==> config.mk <==
export PLATFORM = sky130hd
export DESIGN_NAME = key_debounce
export DESIGN_NICKNAME = d
export VERILOG_FILES = /design/src/rtl/key_debounce_pkg.sv /design/src/rtl/key_debounce_db_counter.sv /design/src/rtl/key_debounce.sv
export SDC_FILE = /design/constraint.sdc
export NUM_CORES = 1
export LEC_CHECK = 0
export CORE_UTILIZATION = 60
export CTS_BUF_LIST = sky130_fd_sc_hd__clkbuf_2 sky130_fd_sc_hd__clkbuf_4 sky130_fd_sc_hd__clkbuf_8
export CTS_CLUSTER_DIAMETER = 40
export DETAILED_ROUTE_END_ITERATION = 10
export PLACE_DENSITY = 0.8
export SYNTH_ARGS = -nofsm -noshare
export SYNTH_HDL_FRONTEND = slang
export SYNTH_SLANG_ARGS = --single-unit
==> constraint.sdc <==
create_clock -name clk -period 2.7 [get_ports clk]
set_input_delay 0.405 -clock clk [delete_from_list [all_inputs] [get_ports clk]]
set_output_delay 0.405 -clock clk [all_outputs]
set_load 0.05 [all_outputs]
==> src/rtl/key_debounce_pkg.sv <==
// Shared state encoding and default timing constants for the key_debounce block.
package key_debounce_pkg;

  typedef enum logic [1:0] {
    ST_IDLE_LOW  = 2'd0,
    ST_WAIT_HIGH = 2'd1,
    ST_IDLE_HIGH = 2'd2,
    ST_WAIT_LOW  = 2'd3
  } state_e;

  // 20 ms at 50 MHz.
  localparam int unsigned STABLE_CYCLES_DEFAULT = 1000000;
  localparam int unsigned CNT_W_DEFAULT         = 20;

endpackage

==> src/rtl/key_debounce_db_counter.sv <==
// Stability counter: synchronous clear, load-1 and increment; flags the last qualifying count.
module db_counter #(
  parameter int unsigned STABLE_CYCLES = 1000000,
  parameter int unsigned CNT_W         = 20
) (
  input  logic             clk,
  input  logic             rst_n,
  input  logic             clr_i,
  input  logic             load1_i,
  input  logic             inc_i,
  output logic [CNT_W-1:0] cnt_o,
  output logic             term_o
);

  logic [CNT_W-1:0] cnt_q;

  // NOTE: sequential state uses non-blocking assignments so every register samples pre-edge values.
  always_ff @(posedge clk) begin
    if (!rst_n) begin
      cnt_q <= '0;
    end else if (clr_i) begin
      cnt_q <= '0;
    end else if (load1_i) begin
      cnt_q <= CNT_W'(1);
    end else if (inc_i) begin
      cnt_q <= cnt_q + CNT_W'(1);
    end
  end

  assign cnt_o  = cnt_q;
  assign term_o = (cnt_q == CNT_W'(STABLE_CYCLES - 1));

endmodule

==> src/rtl/key_debounce.sv <==
// Debouncer for a pre-registered level; q commits after STABLE_CYCLES equal samples.
// Define KEY_DEBOUNCE_EDGE_PULSE_EN to build the rise/fall strobe registers.
module key_debounce
  import key_debounce_pkg::*;
#(
  parameter int unsigned STABLE_CYCLES = STABLE_CYCLES_DEFAULT,
  parameter int unsigned CNT_W         = CNT_W_DEFAULT
) (
  input  logic clk,
  input  logic rst_n,
  input  logic din,
  output logic q,
  output logic rise,
  output logic fall
);

  state_e           state_q, state_d;
  logic             q_q, q_d;
  logic             cnt_clr, cnt_load1, cnt_inc, cnt_term;
  logic [CNT_W-1:0] cnt;

  db_counter #(
    .STABLE_CYCLES(STABLE_CYCLES),
    .CNT_W        (CNT_W)
  ) u_cnt (
    .clk    (clk),
    .rst_n  (rst_n),
    .clr_i  (cnt_clr),
    .load1_i(cnt_load1),
    .inc_i  (cnt_inc),
    .cnt_o  (cnt),
    .term_o (cnt_term)
  );

  // NOTE: reset is synchronous, so it also wins over any transition decided in the same cycle.
  always_ff @(posedge clk) begin
    if (!rst_n) begin
      state_q <= ST_IDLE_LOW;
      q_q     <= 1'b0;
    end else begin
      state_q <= state_d;
      q_q     <= q_d;
    end
  end

  // NOTE: every output of this block gets a default first, so no path can infer a latch.
  always_comb begin
    state_d   = state_q;
    q_d       = q_q;
    cnt_clr   = 1'b0;
    cnt_load1 = 1'b0;
    cnt_inc   = 1'b0;
    unique case (state_q)
      ST_IDLE_LOW: begin
        if (din) begin
          state_d   = ST_WAIT_HIGH;
          cnt_load1 = 1'b1;
        end else begin
          cnt_clr = 1'b1;
        end
      end
      ST_WAIT_HIGH: begin
        if (!din) begin
          state_d = ST_IDLE_LOW;
          cnt_clr = 1'b1;
        end else if (cnt_term) begin
          state_d = ST_IDLE_HIGH;
          q_d     = 1'b1;
          cnt_clr = 1'b1;
        end else begin
          cnt_inc = 1'b1;
        end
      end
      ST_IDLE_HIGH: begin
        if (!din) begin
          state_d   = ST_WAIT_LOW;
          cnt_load1 = 1'b1;
        end else begin
          cnt_clr = 1'b1;
        end
      end
      ST_WAIT_LOW: begin
        if (din) begin
          state_d = ST_IDLE_HIGH;
          cnt_clr = 1'b1;
        end else if (cnt_term) begin
          state_d = ST_IDLE_LOW;
          q_d     = 1'b0;
          cnt_clr = 1'b1;
        end else begin
          cnt_inc = 1'b1;
        end
      end
      default: state_d = ST_IDLE_LOW;
    endcase
  end

  assign q = q_q;

`ifdef KEY_DEBOUNCE_EDGE_PULSE_EN
  logic rise_q, rise_d, fall_q, fall_d;

  // A strobe fires exactly when a WAIT state commits to the opposite idle state.
  assign rise_d = (state_q == ST_WAIT_HIGH) && (state_d == ST_IDLE_HIGH);
  assign fall_d = (state_q == ST_WAIT_LOW)  && (state_d == ST_IDLE_LOW);

  always_ff @(posedge clk) begin
    if (!rst_n) begin
      rise_q <= 1'b0;
      fall_q <= 1'b0;
    end else begin
      rise_q <= rise_d;
      fall_q <= fall_d;
    end
  end

  assign rise = rise_q;
  assign fall = fall_q;
`else
  assign rise = 1'b0;
  assign fall = 1'b0;
`endif

endmodule

==> impl_metrics.env <==
export IMPL_outcome="finished, final reports clean"
export IMPL_dr_pass1_iters=4
export IMPL_die_width_um=44.3
export IMPL_post_synth_main_area_contributors="sky130_fd_sc_hd__dfxtp_1 (43%), sky130_fd_sc_hd__xnor2_1 (6.5%), sky130_fd_sc_hd__nor2_1 (5.9%), sky130_fd_sc_hd__nand4_1 (4.1%), sky130_fd_sc_hd__xor2_1 (4.1%)"
export IMPL_slew_limit_headroom=0.563
export IMPL_synth_most_common_cell="sky130_fd_sc_hd__dfxtp_1"
export IMPL_fin_ws_ns=0.720
export IMPL_power_leakage_nw=0.340
export IMPL_final_min_period_over_clock_period=0.733
export IMPL_fin_worst_skew_ns=0.00567
export IMPL_synthDistinctLibCells=32
export IMPL_cp_arrival_ns=2.22
export IMPL_post_detailed_route_drc_marker_count=0
export IMPL_clk_latency_ns=0.30
export IMPL_final_core_util=0.721
export IMPL_worstHoldEndpoint="u_cnt.cnt_o[0]"
export IMPL_yosys_area_top_type_share=0.429
export IMPL_yosys_area_share_adder=0.0117
export IMPL_setup_viol=0
export IMPL_globalRouteOverflowTotal=0
export IMPL_groute_usage_overall=0.240
export IMPL_placementRows=14
export IMPL_reg_to_reg_startpoint="u_cnt.cnt_o[5]"
export IMPL_synth_enable_flop_cells=0
export IMPL_post_synth_top_flop="sky130_fd_sc_hd__dfxtp_1"
export IMPL_cts_hold_buf=0
export IMPL_maximum_vdd_drop_mv=0.416
export IMPL_floorplan_initialDensity=0.673
export IMPL_synth_top_area_cell="sky130_fd_sc_hd__dfxtp_1"
export IMPL_grt_setup_unrepaired="no"
export IMPL_grt_pass1_vias=830
export IMPL_num_vias=910
export IMPL_drt_first_iter_violations=19
export IMPL_drive_gt1_frac=0.0692
export IMPL_area_growth_syn_to_layout_pct=6.99
export IMPL_drt_total_wl_um=1990
export IMPL_detail_route_vias_per_cell=5.91
export IMPL_post_synthesis_xor_xnor_area_fraction=0.106
export IMPL_boundaryPins=6
export IMPL_synth_compound_area_share=0.115
export IMPL_dp_hpwl_um=1440
export IMPL_finish_net_count=135
export IMPL_start_kind="register"
export IMPL_design_power_total_mw=0.514
export IMPL_dieHeight_um=44.3
export IMPL_holdPathStages=1
export IMPL_synth_warning_count=0
export IMPL_postSynth_asyncResetShare=0
export IMPL_syn_instance_count=125
export IMPL_place_ws_ns=0.753
export IMPL_post_cts_setup_buffers=0
export IMPL_buffer_type_at_the_clock_tree_root="sky130_fd_sc_hd__clkbuf_4"
export IMPL_synth_yosys_seq_area_share=0.429
export IMPL_synth_simple_gate_area_share=0.291
export IMPL_timing_critical_path_fanout_max=10
export IMPL_first_pass_grt_wire_length_um=3440
export IMPL_cp_end_kind="register"
export IMPL_routed_wire_length_per_instance_um=12.9
export IMPL_resized_gates_after_cts=0
export IMPL_min_from="u_cnt.cnt_o[0]"
export IMPL_setup_tns_final_ns=0
export IMPL_synthTopCellsByCount="sky130_fd_sc_hd__dfxtp_1 (23), sky130_fd_sc_hd__nor2_1 (17), sky130_fd_sc_hd__nand3_1 (8), sky130_fd_sc_hd__xnor2_1 (8), sky130_fd_sc_hd__nand4_1 (7)"
export IMPL_cts_buffers_inserted=3
export IMPL_antenna_violating_nets_post_route=0
export IMPL_die_area_um2=1960
export IMPL_finalCriticalPeriod_ns=1.98
export IMPL_flops_latches_synth=23
export IMPL_max_cap_viol_count=0
export IMPL_synthMuxAreaShare=0
export IMPL_main_combinational_cell_family_by_area_after_synthesis="simple AND/OR/NAND/NOR gates"
export IMPL_cellPowerDensity_nw_per_um2=447
export IMPL_worstSetupPathType="reg -> reg"
export IMPL_timing_reg2reg_worst_path_depth=4
export IMPL_path_clk_slew_ns=0.12
export IMPL_worst_ep_required_time_ns=2.94
export IMPL_initial_antenna_violation_count=0
export IMPL_worst_pin_slew_ns=0.649
export IMPL_core_region_area_um2=1590
export IMPL_clock_fmax_ghz=0.505
export IMPL_synth_area_per_cell_um2=8.59
export IMPL_ff2ff_setup_slack_ns=0.72
export IMPL_worst_hold_path_type="reg -> reg"
export IMPL_worstReg2RegEnd="u_cnt.cnt_o[19]"
export IMPL_synthesis_area_um2=1070
export IMPL_cts_htree_levels=1
export IMPL_slew_viol_final=0
export IMPL_routability_congestion_estimate_from_global_placement=0.825
export IMPL_count_of_endpoints_failing_hold_in_the_final_timing_report=0
export IMPL_pin_count_of_the_biggest_net_entering_global_routing=20
export IMPL_clock_tree_buffer_depth=2
export IMPL_tritoncts_clock_tree="built"
export IMPL_clock_sinks=23
export IMPL_port_buf_inserts=3
export IMPL_insertedDiodeCount=0
[through the flow]
step / hold WS, ns / instance area (µm²) / cells
after global placement: 0.475 / 1120 / 150
final: 0.505 / 1150 / 154
after detailed placement: 0.484 / 1120 / 150
after CTS: 0.506 / 1150 / 154
after global routing: 0.536 / 1150 / 154
after floorplan: 0.442 / 1080 / 126
[final cells by class]
cell class	instances	area, µm²
multi-input combinational	93	571
sequential	23	460
fill	115	445
timing repair buffer	4	37.5
tap	24	30.0
clock buffer	3	22.5
inverter	6	22.5
clock inverter	1	5.00
[layout by cell type (no fill, tap or decap), types with 2 or more instances in the layout]
master / synthesis / final
sky130_fd_sc_hd__dfxtp_1: 23 / 23
sky130_fd_sc_hd__nor2_1: 17 / 17
sky130_fd_sc_hd__nand3_1: 8 / 8
sky130_fd_sc_hd__xnor2_1: 8 / 8
sky130_fd_sc_hd__nand4_1: 7 / 7
sky130_fd_sc_hd__nand2_1: 6 / 6
sky130_fd_sc_hd__a21oi_1: 6 / 6
sky130_fd_sc_hd__xor2_1: 5 / 5
sky130_fd_sc_hd__inv_1: 5 / 5
sky130_fd_sc_hd__nor3_1: 5 / 5
sky130_fd_sc_hd__nor4_1: 4 / 4
sky130_fd_sc_hd__o21ai_0: 4 / 4
sky130_fd_sc_hd__or3_1: 4 / 4
sky130_fd_sc_hd__clkbuf_4: 0 / 3
sky130_fd_sc_hd__clkdlybuf4s50_1: 0 / 3
sky130_fd_sc_hd__and4_1: 2 / 2
sky130_fd_sc_hd__or4_1: 2 / 2
sky130_fd_sc_hd__o21a_1: 2 / 2
sky130_fd_sc_hd__conb_1: 1 / 2
[how the worst max path moves through the flow]
stage,startpoint,endpoint,slack [ns],cells after the start
after floorplan,u_cnt.cnt_o[0],u_cnt.cnt_o[10],0.83,6
after global placement,u_cnt.cnt_o[5],u_cnt.cnt_o[19],0.83,4
after global routing,u_cnt.cnt_o[5],u_cnt.cnt_o[19],0.62,4
after CTS,u_cnt.cnt_o[5],u_cnt.cnt_o[19],0.72,4
after detailed placement,u_cnt.cnt_o[5],u_cnt.cnt_o[19],0.75,4
final,u_cnt.cnt_o[5],u_cnt.cnt_o[19],0.72,4
[sequential cells by signal, summed over array words and instances, names as in the netlist, named ones only]
register	count
state_q	1
u_cnt.cnt_o	20
q	1
[critical path, cell delays in order (launching register included)]
cell                      delay [ns]
sky130_fd_sc_hd__dfxtp_1        0.47
sky130_fd_sc_hd__nand4_2        0.18
sky130_fd_sc_hd__or4_1          0.68
sky130_fd_sc_hd__or4_1          0.45
sky130_fd_sc_hd__a21oi_1        0.14
[power breakdown]
group,internal [mW],switching (mW),leakage (nW)
logic,0.00531,0.0131,0.136
clock network,0.0552,0.0975,0.0177
registers,0.341,0.00166,0.186
total,0.402,0.112,0.340
[layer usage]
metal | wire length [µm] | GRT usage | vias to the layer above
met1 | 931 | 0.290 | 423
li1 | - | - | 455
met2 | 926 | 0.382 | 26
met3 | 95 | 0.0653 | 6
met5 | 0 | 0 | -
met4 | 35 | 0.139 | 0
[cells by family after synthesis]
kind of cell,count (synthesis)
AND/OR/NAND/NOR,59
XOR/XNOR,13
other,1
AO/OA/AOI/OAI,18
buffers and inverters,10
adder cells (fa/ha/maj),1
flip-flops,23
Power figures use the tool's default switching activity.
